**src/rtl/sub_pipe32.sv**
```systemverilog
// sub_pipe32 -- pipelined WIDTH-bit subtractor/comparator with valid/ready
// handshake on both sides. Computes x - y - bin as x + ~y + ~bin, and
// produces borrow-out plus zero/neg/ovf/lts flags.
// The pipeline has LATENCY register stages. Results are visible LATENCY
// cycles after the cycle in which the op is accepted.
// When LATENCY >= 2, the low half of the borrow chain is resolved in stage 0
// and the high half in stage 1. With LATENCY == 1, the whole chain resolves
// in a single stage.
// Optional feature: define SUB_PIPE_OCC_EN to add the 4-bit 'occ' output,
// which counts the ops in flight.
module sub_pipe32 #(
  parameter int WIDTH   = 32,
  parameter int LATENCY = 5
) (
  input  logic             clk,
  input  logic             reset,
  input  logic             in_valid,
  output logic             in_ready,
  input  logic [WIDTH-1:0] x,
  input  logic [WIDTH-1:0] y,
  input  logic             bin,
  output logic             out_valid,
  input  logic             out_ready,
  output logic [WIDTH-1:0] diff,
  output logic             bout,
  output logic             zero,
  output logic             neg,
  output logic             ovf,
  output logic             lts
`ifdef SUB_PIPE_OCC_EN
  ,
  output logic [3:0]       occ
`endif
);

  localparam int RW    = WIDTH + 5;
  localparam int FIRST = (LATENCY == 1) ? 0 : 1;

  function automatic logic [RW-1:0] pack_result(input logic [WIDTH-1:0] d,
                                                input logic carry,
                                                input logic x_msb,
                                                input logic y_msb);
    logic b, z, n, o, l;
    b = ~carry;
    z = ~|d;
    n = d[WIDTH-1];
    o = (x_msb != y_msb) && (n != x_msb);
    l = n ^ o;
    return {d, b, z, n, o, l};
  endfunction

  logic               stall;
  logic               accept;
  logic [LATENCY-1:0] valid_q, valid_d;
  logic [RW-1:0]      res_q [LATENCY];
  logic [RW-1:0]      res_d [LATENCY];
  logic [RW-1:0]      first_res;
  logic               first_load;

  assign stall    = valid_q[LATENCY-1] && !out_ready;
  assign in_ready = !stall;
  assign accept   = in_valid && in_ready;

  generate
    if (LATENCY == 1) begin : g_single
      logic [WIDTH-1:0] d_full;
      logic             c_full;

      assign {c_full, d_full} = {1'b0, x} + {1'b0, ~y} + {{WIDTH{1'b0}}, ~bin};
      assign first_res  = pack_result(d_full, c_full, x[WIDTH-1], y[WIDTH-1]);
      assign first_load = accept;
    end else begin : g_split
      localparam int LO = WIDTH / 2;
      localparam int HI = WIDTH - LO;

      logic [LO-1:0] lo_sum_d, lo_sum_q;
      logic          lo_c_d, lo_c_q;
      logic [HI-1:0] x_hi_d, x_hi_q;
      logic [HI-1:0] ny_hi_d, ny_hi_q;
      logic [HI-1:0] hi_sum;
      logic          hi_c;

      // Resolve the low-half borrow chain at acceptance and capture the upper operand halves
      always_comb begin
        lo_sum_d = lo_sum_q;
        lo_c_d   = lo_c_q;
        x_hi_d   = x_hi_q;
        ny_hi_d  = ny_hi_q;
        if (accept) begin
          {lo_c_d, lo_sum_d} = {1'b0, x[LO-1:0]} + {1'b0, ~y[LO-1:0]} + {{LO{1'b0}}, ~bin};
          x_hi_d  = x[WIDTH-1:LO];
          ny_hi_d = ~y[WIDTH-1:LO];
        end
      end

      // Stage 0 partial-result registers only load on accept, so idle X/Z operands never enter
      always_ff @(posedge clk or posedge reset) begin
        if (reset) begin
          lo_sum_q <= '0;
          lo_c_q   <= 1'b0;
          x_hi_q   <= '0;
          ny_hi_q  <= '0;
        end else begin
          lo_sum_q <= lo_sum_d;
          lo_c_q   <= lo_c_d;
          x_hi_q   <= x_hi_d;
          ny_hi_q  <= ny_hi_d;
        end
      end

      assign {hi_c, hi_sum} = {1'b0, x_hi_q} + {1'b0, ny_hi_q} + {{HI{1'b0}}, lo_c_q};
      assign first_res  = pack_result({hi_sum, lo_sum_q}, hi_c, x_hi_q[HI-1], ~ny_hi_q[HI-1]);
      assign first_load = valid_q[0];
    end
  endgenerate

  // Advance all stages together unless the output is stalled; bubbles carry valid=0
  always_comb begin
    valid_d = valid_q;
    for (int i = 0; i < LATENCY; i++) res_d[i] = res_q[i];
    if (!stall) begin
      valid_d[0] = accept;
      for (int i = 1; i < LATENCY; i++) valid_d[i] = valid_q[i-1];
      if (first_load) res_d[FIRST] = first_res;
      for (int i = FIRST + 1; i < LATENCY; i++) begin
        if (valid_q[i-1]) res_d[i] = res_q[i-1];
      end
    end
  end

  // Stage valid bits and finished results; reset discards everything in flight
  always_ff @(posedge clk or posedge reset) begin
    if (reset) begin
      valid_q <= '0;
      for (int i = 0; i < LATENCY; i++) res_q[i] <= '0;
    end else begin
      valid_q <= valid_d;
      for (int i = 0; i < LATENCY; i++) res_q[i] <= res_d[i];
    end
  end

  assign out_valid = valid_q[LATENCY-1];
  assign {diff, bout, zero, neg, ovf, lts} = res_q[LATENCY-1];

`ifdef SUB_PIPE_OCC_EN
  logic       drain;
  logic [3:0] occ_d, occ_q;

  assign drain = valid_q[LATENCY-1] && out_ready;

  // Count ops in flight: up on accept alone, down on drain alone, otherwise hold
  always_comb begin
    occ_d = occ_q;
    if (accept && !drain)      occ_d = occ_q + 4'd1;
    else if (!accept && drain) occ_d = occ_q - 4'd1;
  end

  // Occupancy counter register
  always_ff @(posedge clk or posedge reset) begin
    if (reset) occ_q <= 4'd0;
    else       occ_q <= occ_d;
  end

  assign occ = occ_q;

  // There are only LATENCY slots, so occupancy can never exceed it
  assert property (@(posedge clk) disable iff (reset) occ_q <= 4'(LATENCY));
`endif

endmodule

```
**config.mk**
```make
export PLATFORM = sky130hd
export DESIGN_NAME = sub_pipe32
export DESIGN_NICKNAME = d
export VERILOG_FILES = /design/src/rtl/sub_pipe32.sv
export SDC_FILE = /design/constraint.sdc
export NUM_CORES = 1
export LEC_CHECK = 0
export CAP_MARGIN = 25
export CORE_UTILIZATION = 51
export CTS_CLUSTER_DIAMETER = 200
export CTS_CLUSTER_SIZE = 24
export DETAILED_ROUTE_END_ITERATION = 8
export GPL_TIMING_DRIVEN = 0
export PLACE_DENSITY = 0.77
export SLEW_MARGIN = 40
export SYNTH_ARGS = -nofsm -noshare
export SYNTH_HDL_FRONTEND = slang
export SYNTH_SLANG_ARGS = --single-unit
```
**constraint.sdc**
```tcl
create_clock -name clk -period 7.62 [get_ports clk]
set_input_delay 1.905 -clock clk [delete_from_list [all_inputs] [get_ports clk]]
set_output_delay 1.905 -clock clk [all_outputs]
set_load 0.1 [all_outputs]
```
==> insert_results.sql <==
INSERT INTO impl_metrics (metric_group, metric, value, unit) VALUES
('sta', 'final.min_clock_period', '5318', 'ps'),
('worst_hold_path', 'hold_path_class', 'flip-flop to flip-flop', ''),
('sta', 'fin_crit_sh', '69.79', '%'),
('route', 'detail-route-antenna-nets', '0', ''),
('cells_and_area', 'share_of_final_layout_standard_cells_stronger_than_drive_strength_1', '29.40', '%'),
('sta', 'skew', '9.805', 'ps'),
('floorplan', 'die_area', '18420', 'um2'),
('sta', 'fmax_achieved', '0.1880', 'GHz'),
('worst_setup_path', 'critPathKind', 'primary input to output pin', ''),
('logic_synthesis', 'post_synth_instance_area', '9117', 'um2'),
('worst_setup_path', 'critical_path_cell_count', '4', ''),
('cells_and_area', 'fillCellCount', '1312', ''),
('cells_and_area', 'multi_input_area', '3720', 'um2'),
('cells_and_area', 'mostFrequentLayoutCell', 'sky130_fd_sc_hd__dfrtp_1', ''),
('worst_setup_path', 'regToRegSetupSlack', '3160', 'ps'),
('worst_setup_path', 'cp_slowest_cell', 'sky130_fd_sc_hd__nor2b_1', ''),
('floorplan', 'fp.coreArea', '17360', 'um2'),
('logic_synthesis', 'syn-num-nets', '844', ''),
('route', 'num_vias', '5830', ''),
('cells_and_area', 'diodes', '0', ''),
('worst_hold_path', 'min_from', 'valid_q[1]', ''),
('route', 'wire_per_inst', '15.03', 'um'),
('cells_and_area', 'layout.nets', '972', ''),
('route', 'final_routed_wirelength_across_all_metal_layers', '16.63', 'mm'),
('route', 'drt_iter0_drc', '299', ''),
('sta', 'timing.max_slew.rel_slack', '55.38', '%'),
('worst_setup_path', 'timing.critical_path.fanout_max', '10', ''),
('grt', 'globalRoute.totalOverflow', '0', ''),
('cts', 'holdBufCountCts', '0', ''),
('worst_setup_path', 'crit_path_start_kind', 'primary input', ''),
('run_status', 'outcome', 'complete, no violations', ''),
('logic_synthesis', 'ys_async_sr_fraction', '100.0', '%'),
('cts', 'root_buffer_master', 'sky130_fd_sc_hd__clkbuf_16', ''),
('logic_synthesis', 'synth.yosys.warnings', '0', ''),
('grt', 'number_of_global_route_vias_before_repair', '5621', ''),
('cts', 'tritoncts', 'built', ''),
('pwr', 'power_leakage', '5.001', 'nW'),
('worst_setup_path', 'cp-end-kind', 'output pin', ''),
('worst_setup_path', 'r2r-end', 'res_q[114]', ''),
('worst_setup_path', 'critical-path-max-stage-delay', '480', 'ps'),
('floorplan', 'standard_cell_rows', '48', ''),
('cells_and_area', 'area.sequential', '4955', 'um2'),
('grt', 'global_route.usage.total', '19.54', '%'),
('cts', 'clk_transition_reported_paths', '80', 'ps'),
('worst_setup_path', 'crit_path_capture', 'in_ready', ''),
('pwr', 'power-per-cell-area', '454.0', 'nW/um2'),
('worst_setup_path', 'regToRegStartpoint', 'g_split.lo_c_q', ''),
('placement', 'gp_congestion', '0.8686', ''),
('logic_synthesis', 'synth.yosys.seq_area_share', '54.34', '%'),
('logic_synthesis', 'dominantRegCellSynth', 'sky130_fd_sc_hd__dfrtp_1', ''),
('route', 'drc', '0', ''),
('sta', 'fin_worst_hold_slack', '478.6', 'ps'),
('grt', 'grt_antenna_before_repair', '0', ''),
('worst_setup_path', 'r2r_cells', '16', ''),
('sta', 'final.setup.tns', '0', 'ps'),
('logic_synthesis', 'ys_seq_elements', '198', ''),
('sta', 'drv_slew', '0', ''),
('placement', 'detailedPlacementHpwl', '12.61', 'mm'),
('placement', 'buffer_ports.inserted', '107', ''),
('worst_setup_path', 'crit_path_start', 'out_ready', ''),
('cts', 'cts_post_setup_buffers_inserted', '0', ''),
('placement', 'placement.setup.worst_slack', '2347', 'ps'),
('sta', 'setup_viol', '0', ''),
('cts', 'post_cts_resized', '0', ''),
('cells_and_area', 'mostFrequentLayoutCells', 'sky130_fd_sc_hd__dfrtp_1, sky130_fd_sc_hd__mux2_2, sky130_fd_sc_hd__clkdlybuf4s50_1', ''),
('grt', 'pin_count_of_the_biggest_net_entering_global_routing', '77', ''),
('worst_setup_path', 'critical_path_arrival', '3410', 'ps'),
('worst_setup_path', 'critical_path.n_buffers_inverters', '3', ''),
('cts', 'tritoncts.num_buffers', '17', ''),
('logic_synthesis', 'post_synth_inst_count', '740', ''),
('logic_synthesis', 'postSynthAreaPerCell', '12.32', 'um2');
-- layout make-up --
class | count | share of cell area, %
Buffer | 57 | 3.048
Clock buffer | 18 | 4.006
Clock inverter | 14 | 1.689
Inverter | 29 | 1.062
Multi-Input combinational cell | 456 | 33.93
Sequential cell | 198 | 45.20
Tap cell | 225 | 2.568
Timing Repair Buffer | 109 | 8.492
-- flip-flops by register name, indices dropped and copies added (netlist names) --
name and flops:
res_q 108, diff 31, g_split.lo_sum_q 16, g_split.ny_hi_q 16, g_split.x_hi_q 16, valid_q 5
bout 1, g_split.lo_c_q 1, lts 1, neg 1, ovf 1, zero 1
-- where the power goes --
| part | switching, mW | internal [mW] |
|---|---|---|
| clock | 0.433 | 0.482 |
| combinational | 1.39 | 0.878 |
| sequential | 0.276 | 1.52 |
| total | 2.10 | 2.88 |
-- worst min path at each step --
stage,end,slack (ps),cells after the start
after global placement,valid_q[2],460,2
final,valid_q[1],480,2
after global routing,res_q[137],510,2
after CTS,res_q[137],480,2
after floorplan,res_q[112],440,2
after detailed placement,valid_q[1],460,2
-- cells by family (layout without fill, tap and decap cells) --
kind of cell             Yosys count  in the layout  synth area share (%)
flip-flops                       198            198                 54.34
multiplexers                     145            145                 17.91
AND/OR/NAND/NOR                  137            137                 7.232
AO/OA/AOI/OAI                    125            125                 9.098
buffers and inverters             86            227                 4.858
adder cells (fa/ha/maj)           35             35                 5.215
XOR/XNOR                          14             14                 1.345
-- through the flow --
stage | utilization (%) | instance area, um2 | std cells
floorplan | - | 9117 | 740
global placement | 60.32 | 10470 | 1072
detailed placement | 59.56 | 10340 | 1074
CTS | 63.16 | 10960 | 1106
global route | 63.16 | 10960 | 1106
finish | 63.16 | 10960 | 1106
-- metal layers --
metal  vias to the layer above  wire length [um]  global-route usage (%)
met5                         -                 0                       0
met1                      2818              8258                   27.95
met4                         0               174                   5.243
met2                       127              7594                   30.36
met3                        16               601                   3.928
li1                       2869                 -                       -
-- synth_stat cells (all sizes together), types with 8 or more instances --
cell | count | area, um2
a21oi | 17 | 85.08
inv | 29 | 108.9
xor2 | 8 | 70.07
nand2b | 10 | 62.56
dfrtp | 198 | 4955
nand2 | 66 | 247.7
ha | 30 | 375.4
mux2 | 145 | 1633
o21ai | 53 | 276.5
a211oi | 9 | 72.57
clkbuf | 22 | 82.58
nor2 | 18 | 67.56
nor3 | 10 | 50.05
o31ai | 11 | 92.58
buf | 35 | 251.5
-- tightest hold or removal path, stage by stage, from the launching register on --
cell and delay (ps):
sky130_fd_sc_hd__dfrtp_1 350, sky130_fd_sc_hd__nand2_1 50, sky130_fd_sc_hd__nand2_1 50
Note: power is estimated with default switching activity, not from simulation.
